<file path="config.mk">
export PLATFORM = sky130hd
export DESIGN_NAME = anubis_lin_mix_flat
export DESIGN_NICKNAME = d
export VERILOG_FILES = /design/src/rtl/anubis_lin_mix_pkg.sv /design/src/rtl/anubis_lin_mix_if.sv /design/src/rtl/anubis_lin_mix_mix_row.sv /design/src/rtl/anubis_lin_mix.sv /design/src/flat_wrapper.sv
export SDC_FILE = /design/constraint.sdc
export NUM_CORES = 1
export LEC_CHECK = 0
export ABC_CLOCK_PERIOD_IN_PS = 19900
export CAP_MARGIN = 25
export CORE_AREA = 2 2 277 306
export CTS_CLUSTER_SIZE = 12
export DETAILED_ROUTE_END_ITERATION = 7
export DIE_AREA = 0 0 279 308
export DONT_BUFFER_PORTS = 1
export PLACE_DENSITY_LB_ADDON = 0.25
export SETUP_SLACK_MARGIN = 0.02
export SYNTH_ARGS = -nofsm -noshare
export SYNTH_HDL_FRONTEND = slang
export SYNTH_HIERARCHICAL = 1
export SYNTH_SLANG_ARGS = --single-unit
</file>
<file path="constraint.sdc">
create_clock -name clk -period 19.9 [get_ports clk]
set_input_delay 1.99 -clock clk [delete_from_list [all_inputs] [get_ports clk]]
set_output_delay 1.99 -clock clk [all_outputs]
set_load 0.02 [all_outputs]
</file>
<file path="src/rtl/anubis_lin_mix_pkg.sv">
// anubis_pkg: GF(2^8) constants, mixing matrices, modes and FSM encodings for the linear-mix engine
package anubis_pkg;
  localparam logic [8:0] GF_POLY = 9'h11D;
  localparam logic MODE_THETA = 1'b0;
  localparam logic MODE_OMEGA = 1'b1;
  typedef logic [0:3][7:0] row_t;
  typedef logic [0:3][0:3][7:0] mat_t;
  typedef logic [1:0] state_t;
  localparam state_t ST_IDLE = 2'd0;
  localparam state_t ST_CALC = 2'd1;
  localparam state_t ST_DONE = 2'd2;
  localparam mat_t H_MAT = 128'h01020406_02010604_04060102_06040201;
  localparam mat_t V_MAT = 128'h01010101_01020406_01041014_01084078;
  function automatic logic [7:0] xtime(input logic [7:0] a);
    return {a[6:0], 1'b0} ^ (a[7] ? GF_POLY[7:0] : 8'h00);
  endfunction
  function automatic logic [7:0] gf_mul(input logic [7:0] a, input logic [7:0] c);
    logic [7:0] p;
    logic [7:0] r;
    p = a;
    r = '0;
    for (int i = 0; i < 8; i++) begin
      r = c[i] ? r ^ p : r;
      p = xtime(p);
    end
    return r;
  endfunction
endpackage

</file>
<file path="src/rtl/anubis_lin_mix_if.sv">
// anubis_lin_mix_if: valid/ready request and response channels of the linear-mix engine
interface anubis_lin_mix_if #(parameter int DATA_W = 128);
  logic              in_valid;
  logic              in_ready;
  logic              in_mode;
  logic [DATA_W-1:0] in_data;
  logic              out_valid;
  logic              out_ready;
  logic [DATA_W-1:0] out_data;
  logic              busy;
  modport master(output in_valid, in_mode, in_data, out_ready, input in_ready, out_valid, out_data, busy);
  modport slave(input in_valid, in_mode, in_data, out_ready, output in_ready, out_valid, out_data, busy);
endinterface

</file>
<file path="src/rtl/anubis_lin_mix_mix_row.sv">
// anubis_mix_row: one result row of theta (a*H) or omega (V*a) from the latched state
module anubis_mix_row
  import anubis_pkg::*;
(
  input  mat_t       st,
  input  logic [1:0] row,
  input  logic       mode,
  output row_t       res
);
  // theta mixes within the selected row; omega mixes down each column
  always_comb begin
    res = '0;
    for (int j = 0; j < 4; j++)
      for (int k = 0; k < 4; k++)
        res[j] = res[j] ^ (mode == MODE_OMEGA ? gf_mul(st[k][j], V_MAT[row][k]) : gf_mul(st[row][k], H_MAT[k][j]));
  end
endmodule

</file>
<file path="src/rtl/anubis_lin_mix.sv">
// anubis_lin_mix: iterative handshaked theta/omega GF(2^8) mixing engine
module anubis_lin_mix
  import anubis_pkg::*;
#(
  parameter int ROWS_PER_CYCLE = 1,
  parameter int DATA_W = 128
) (
  input logic clk,
  input logic rst,
  anubis_lin_mix_if.slave bus
);
  localparam int N = ROWS_PER_CYCLE;
  if (!(N == 1 || N == 2 || N == 4) || DATA_W != 128) begin : g_bad
    $error("anubis_lin_mix: ROWS_PER_CYCLE must be 1, 2 or 4 and DATA_W 128");
  end
  state_t     state;
  mat_t       st_r;
  mat_t       out_r;
  logic       mode_r;
  logic [1:0] row_cnt;
  logic [1:0] row_idx [N];
  row_t       row_res [N];
  logic       last_row;
  for (genvar r = 0; r < N; r++) begin : g_row
    assign row_idx[r] = row_cnt + 2'(r);
    anubis_mix_row u_row (.st(st_r), .row(row_idx[r]), .mode(mode_r), .res(row_res[r]));
  end
  assign last_row      = (row_cnt + 2'(N - 1)) == 2'd3;
  assign bus.in_ready  = state == ST_IDLE && !rst;
  assign bus.out_valid = state == ST_DONE;
  assign bus.busy      = state != ST_IDLE;
  assign bus.out_data  = out_r;
  // accept a block, fill N result rows per cycle, then hold the result until taken
  always_ff @(posedge clk or posedge rst) begin
    if (rst) begin
      state   <= ST_IDLE;
      st_r    <= '0;
      mode_r  <= MODE_THETA;
      row_cnt <= '0;
      out_r   <= '0;
    end else if (state == ST_IDLE) begin
      if (bus.in_valid) begin
        st_r    <= bus.in_data;
        mode_r  <= bus.in_mode;
        row_cnt <= '0;
        out_r   <= '0;
        state   <= ST_CALC;
      end
    end else if (state == ST_CALC) begin
      for (int r = 0; r < N; r++) out_r[row_idx[r]] <= row_res[r];
      row_cnt <= row_cnt + 2'(N);
      state   <= last_row ? ST_DONE : ST_CALC;
    end else begin
      state <= (state == ST_DONE && !bus.out_ready) ? ST_DONE : ST_IDLE;
    end
  end
endmodule

</file>
<file path="src/flat_wrapper.sv">
// flat-port wrapper written by rule: the top's interface ports become plain ports
module anubis_lin_mix_flat import anubis_pkg::*;
#(
  parameter int ROWS_PER_CYCLE = 1,
  parameter int DATA_W = 128
)
  (clk, rst, bus_in_valid, bus_in_mode, bus_in_data, bus_out_ready, bus_in_ready, bus_out_valid, bus_out_data, bus_busy);
  anubis_lin_mix_if #(.DATA_W(DATA_W)) bus_i ();
  input logic clk;
  input logic rst;
  input wire logic [$bits(bus_i.in_valid)-1:0] bus_in_valid;
  input wire logic [$bits(bus_i.in_mode)-1:0] bus_in_mode;
  input wire logic [$bits(bus_i.in_data)-1:0] bus_in_data;
  input wire logic [$bits(bus_i.out_ready)-1:0] bus_out_ready;
  output wire logic [$bits(bus_i.in_ready)-1:0] bus_in_ready;
  output wire logic [$bits(bus_i.out_valid)-1:0] bus_out_valid;
  output wire logic [$bits(bus_i.out_data)-1:0] bus_out_data;
  output wire logic [$bits(bus_i.busy)-1:0] bus_busy;
  assign bus_i.in_valid = bus_in_valid;
  assign bus_i.in_mode = bus_in_mode;
  assign bus_i.in_data = bus_in_data;
  assign bus_i.out_ready = bus_out_ready;
  assign bus_in_ready = bus_i.in_ready;
  assign bus_out_valid = bus_i.out_valid;
  assign bus_out_data = bus_i.out_data;
  assign bus_busy = bus_i.busy;
  anubis_lin_mix #(.ROWS_PER_CYCLE(ROWS_PER_CYCLE), .DATA_W(DATA_W)) u_core (.clk(clk), .rst(rst), .bus(bus_i));
endmodule
</file>
==> reports/results.tsv <==
stage	metric	value	unit
critical_path	Crit Path Max Fanout	35	
critical_path	type of origin of the critical path	flip-flop	
place	Final Wtd Congestion	0.875	
cts	CTS Buf Count	31	
logic_synthesis	share of the synthesized area in the top cell type	0.317	
critical_path	Reg2Reg Depth	12	
logic_synthesis	area leader, netlist	dfrtp_1	
place	Placed Area	0.0213	mm2
critical_path	CP Class	reg2reg	
critical_path	Slowest-stage cell, CP	dfrtp_2	
grt	initial antenna violation count	45	
cts	CTS HTree Levels	1	
timing	final worst-path setup slack	15070	ps
timing	RSZ-0062 raised after global routing	no	
grt	global-route wire length before repair	105	mm
critical_path	Worst R2R End	u_core/bus.out_data[101]$_DFFE_PP0P_	
cts	Reg clk slew, reported paths	60	ps
floorplan	cell row count	111	
timing	fmax	207	MHz
logic_synthesis	Seq cells post-synth	261	
timing	headroom to the max-slew limit	0.347	
logic_synthesis	Mean Syn Cell Area	10.6	um2
grt	total grt overflow	0	
critical_path	Most Frequent Cell on Critical Path	xnor2_1	
timing	pins over their slew limit	0	
critical_path	Crit path largest cell delay	800	ps
logic_synthesis	Cells after Synth	1950	
timing	fin crit period	4830	ps
floorplan	Die ar.	0.0859	mm2
detailed_routing	DRC	0	
floorplan	I/O Pins	264	
logic_synthesis	YS warnings	6	
detailed_routing	drt pass-1 iters	5	
timing	final setup fails	0	
grt	total track usage	0.165	
place	Place WS	15140	ps
detailed_routing	Post-Route WL	72.4	mm
timing	Final Hold Viols	0	
cts	# resized after CTS	0	
critical_path	origin of the critical flop-to-flop path	u_core/row_cnt[1]$_DFFE_PP0P_	
cts	Clock Sinks	261	
timing	Clock Skew	10.5	ps
grt	vias in the first global route	14232	
place	PortBufs	0	
finish	share of post-route cells with drive strength above 1	0.148	
min_path	source of the worst hold timing path	u_core/st_r[126]$_DFFE_PP0P_	
critical_path	ordered list of cells on the worst path	clkinv_1 -> ha_2 -> buf_4 -> nand2_1 -> xnor2_1 -> xnor2_1 -> xnor2_1 -> xnor3_1 -> xnor2_1 -> mux2i_1 -> and4b_1 -> a21o_1	
finish	Multi-input gate area	0.0131	mm2
floorplan	Starting Density	0.248	
status	status	completed	
detailed_routing	via count	13991	
timing	setup TNS	0	ps
finish	filler cell count in the final layout	8594	
critical_path	endpoint class of the critical path	flip-flop	
floorplan	Die Span X	279	um
min_path	Hold Path Depth	1	
cts	hold-fix buffers at CTS	0	
min_path	worst hold path type	reg2reg	
logic_synthesis	ranking of synthesized cells by area	dfrtp_1 (32%), xnor2_1 (18%), mux2_2 (7.7%)	
critical_path	R2R setup slack	15070	ps
detailed_routing	Final ANT Viol Nets	0	
logic_synthesis	Netlist cell types	59	
min_path	hold worst-path end	u_core/st_r[126]$_DFFE_PP0P_	
timing	final period utilization	0.243	
logic_synthesis	register area share after synthesis	0.317	
finish	Finished Cell Area	0.0224	mm2
detailed_routing	Via density	4.76	
timing	measured slew at the worst slew-check pin	979	ps
detailed_routing	initial drt markers	1122	
cts	clock buffer depth	3	
logic_synthesis	Top FF cell, synth	dfrtp_1	
logic_synthesis	post-synth net total	2092	
logic_synthesis	async set-reset flop share out of synthesis	1.00	
place	hpwl dp	54.5	mm
grt	pin count of the biggest net entering global routing	129	
flow_run	max_cap viols	0	
floorplan	Die Ht	308	um
finish	Reg area	0.00654	mm2
finish	Nets	1975	
cts	Clock Tree Root	clkbuf_16	
critical_path	worst endpoint required time	20380	ps
cts	worst skew pair latency	590	ps
finish	area grow syn2layout	8.61	%
critical_path	Worst EP arrival	5310	ps
logic_synthesis	Mapped Area	0.0206	mm2
logic_synthesis	Post-synth EDFFs	0	
floorplan	core footprint	0.0829	mm2
cts	CTS tree	built	
cts	Post-CTS Setup Bufs	0	
detailed_routing	detailed-route wire length per cell	24.6	um
-- Yosys cell counts, drive strengths merged, types with 2 or more instances --
cell,instances
o21a,2
o22ai,3
ha,9
nor2,43
xor2,181
and2,4
mux2i,42
nand4b,22
inv,37
nor3,8
a32oi,2
nor2b,16
clkbuf,48
or3b,2
a21oi,27
a22oi,23
nand3b,8
nand2b,13
nand2,216
clkinv,2
buf,123
a21o,10
dfrtp,261
nor3b,4
or3,4
xor3,8
mux2,141
a22o,111
o21ai,33
xnor2,450
xnor3,42
mux4,32
and4b,8
a31oi,4
-- worst max-delay path: cells and delay by family (launching register included) --
family,cells,cell delay [ps]
XOR/XNOR,5,1270
buffers and inverters,2,1130
flip-flops,1,800
adder cells (fa/ha/maj),1,700
AND/OR/NAND/NOR,2,380
multiplexers,1,280
AO/OA/AOI/OAI,1,140
-- cells in the final DEF, fill, tap and decap left out, types with 13 or more instances in the layout --
| cell | netlist | final |
|---|---|---|
| mux2_2 | 141 | 141 |
| inv_1 | 37 | 36 |
| o21ai_0 | 33 | 33 |
| mux4_2 | 29 | 29 |
| buf_4 | 20 | 20 |
| xnor3_1 | 42 | 42 |
| mux2i_1 | 42 | 42 |
| a22o_1 | 111 | 111 |
| nor2b_1 | 16 | 16 |
| clkbuf_16 | 0 | 31 |
| xnor2_1 | 434 | 434 |
| a21oi_1 | 27 | 27 |
| nand2b_1 | 13 | 13 |
| nand4b_1 | 22 | 22 |
| xnor2_2 | 14 | 14 |
| a22oi_1 | 23 | 23 |
| dfrtp_1 | 261 | 258 |
| xor2_1 | 175 | 175 |
| nand2_1 | 216 | 216 |
| nor2_1 | 42 | 42 |
-- final cells by class --
type / count / share of cell area
clock buffers: 43 / 0.0394
inverters: 39 / 0.00688
diodes: 12 / 0.00134
flip-flops and latches: 261 / 0.292
clock inverters: 11 / 0.00834
well taps: 1073 / 0.0601
multi-input cells: 1479 / 0.585
repair buffers: 21 / 0.00705
-- routing by layer --
metal,vias up,GRT usage,routed length [um]
met4,60,0.0373,1570
met3,132,0.0490,5640
met1,7031,0.203,29600
met2,436,0.284,35100
li1,6332,-,-
met5,-,0,403
-- worst max-delay path by stage --
| stage | startpoint | to | depth (start not counted) |
|---|---|---|---|
| finish | u_core/row_cnt[1]$_DFFE_PP0P_ | u_core/bus.out_data[101]$_DFFE_PP0P_ | 12 |
| global route | u_core/row_cnt[1]$_DFFE_PP0P_ | u_core/bus.out_data[98]$_DFFE_PP0P_ | 11 |
| CTS | u_core/row_cnt[1]$_DFFE_PP0P_ | u_core/bus.out_data[100]$_DFFE_PP0P_ | 11 |
| detailed placement | u_core/row_cnt[1]$_DFFE_PP0P_ | u_core/bus.out_data[100]$_DFFE_PP0P_ | 11 |
| global placement | u_core/row_cnt[1]$_DFFE_PP0P_ | u_core/bus.out_data[98]$_DFFE_PP0P_ | 11 |
| floorplan | rst | u_core/bus.out_data[0]$_DFFE_PP0P_ | 1 |
-- state kept, by name, summed over array words and instances, names as in the netlist --
name / flops
u_core/bus.out_data: 128
u_core/mode_r: 1
u_core/row_cnt: 2
u_core/st_r: 128
u_core/state: 2
-- cell families after synthesis --
| family | count (synthesis) | synth area share |
|---|---|---|
| compound gates | 220 | 0.0796 |
| buf+inv | 210 | 0.0495 |
| fa+ha+maj | 9 | 0.00547 |
| simple gates | 354 | 0.0822 |
| xor+xnor | 681 | 0.333 |
| flops | 261 | 0.317 |
| mux | 215 | 0.133 |
-- per-stage QoR --
stage	hold WS, ps	utilization	std cells
after global routing	602	0.269	2933
after floorplan	475	-	1950
after CTS	580	0.269	2926
final	576	0.270	2939
after global placement	555	0.256	2872
after detailed placement	568	0.256	2872
Power is left out: the tool's default activity adds up to more than one toggle a clock period on the data nets, which glitch-free logic cannot reach.
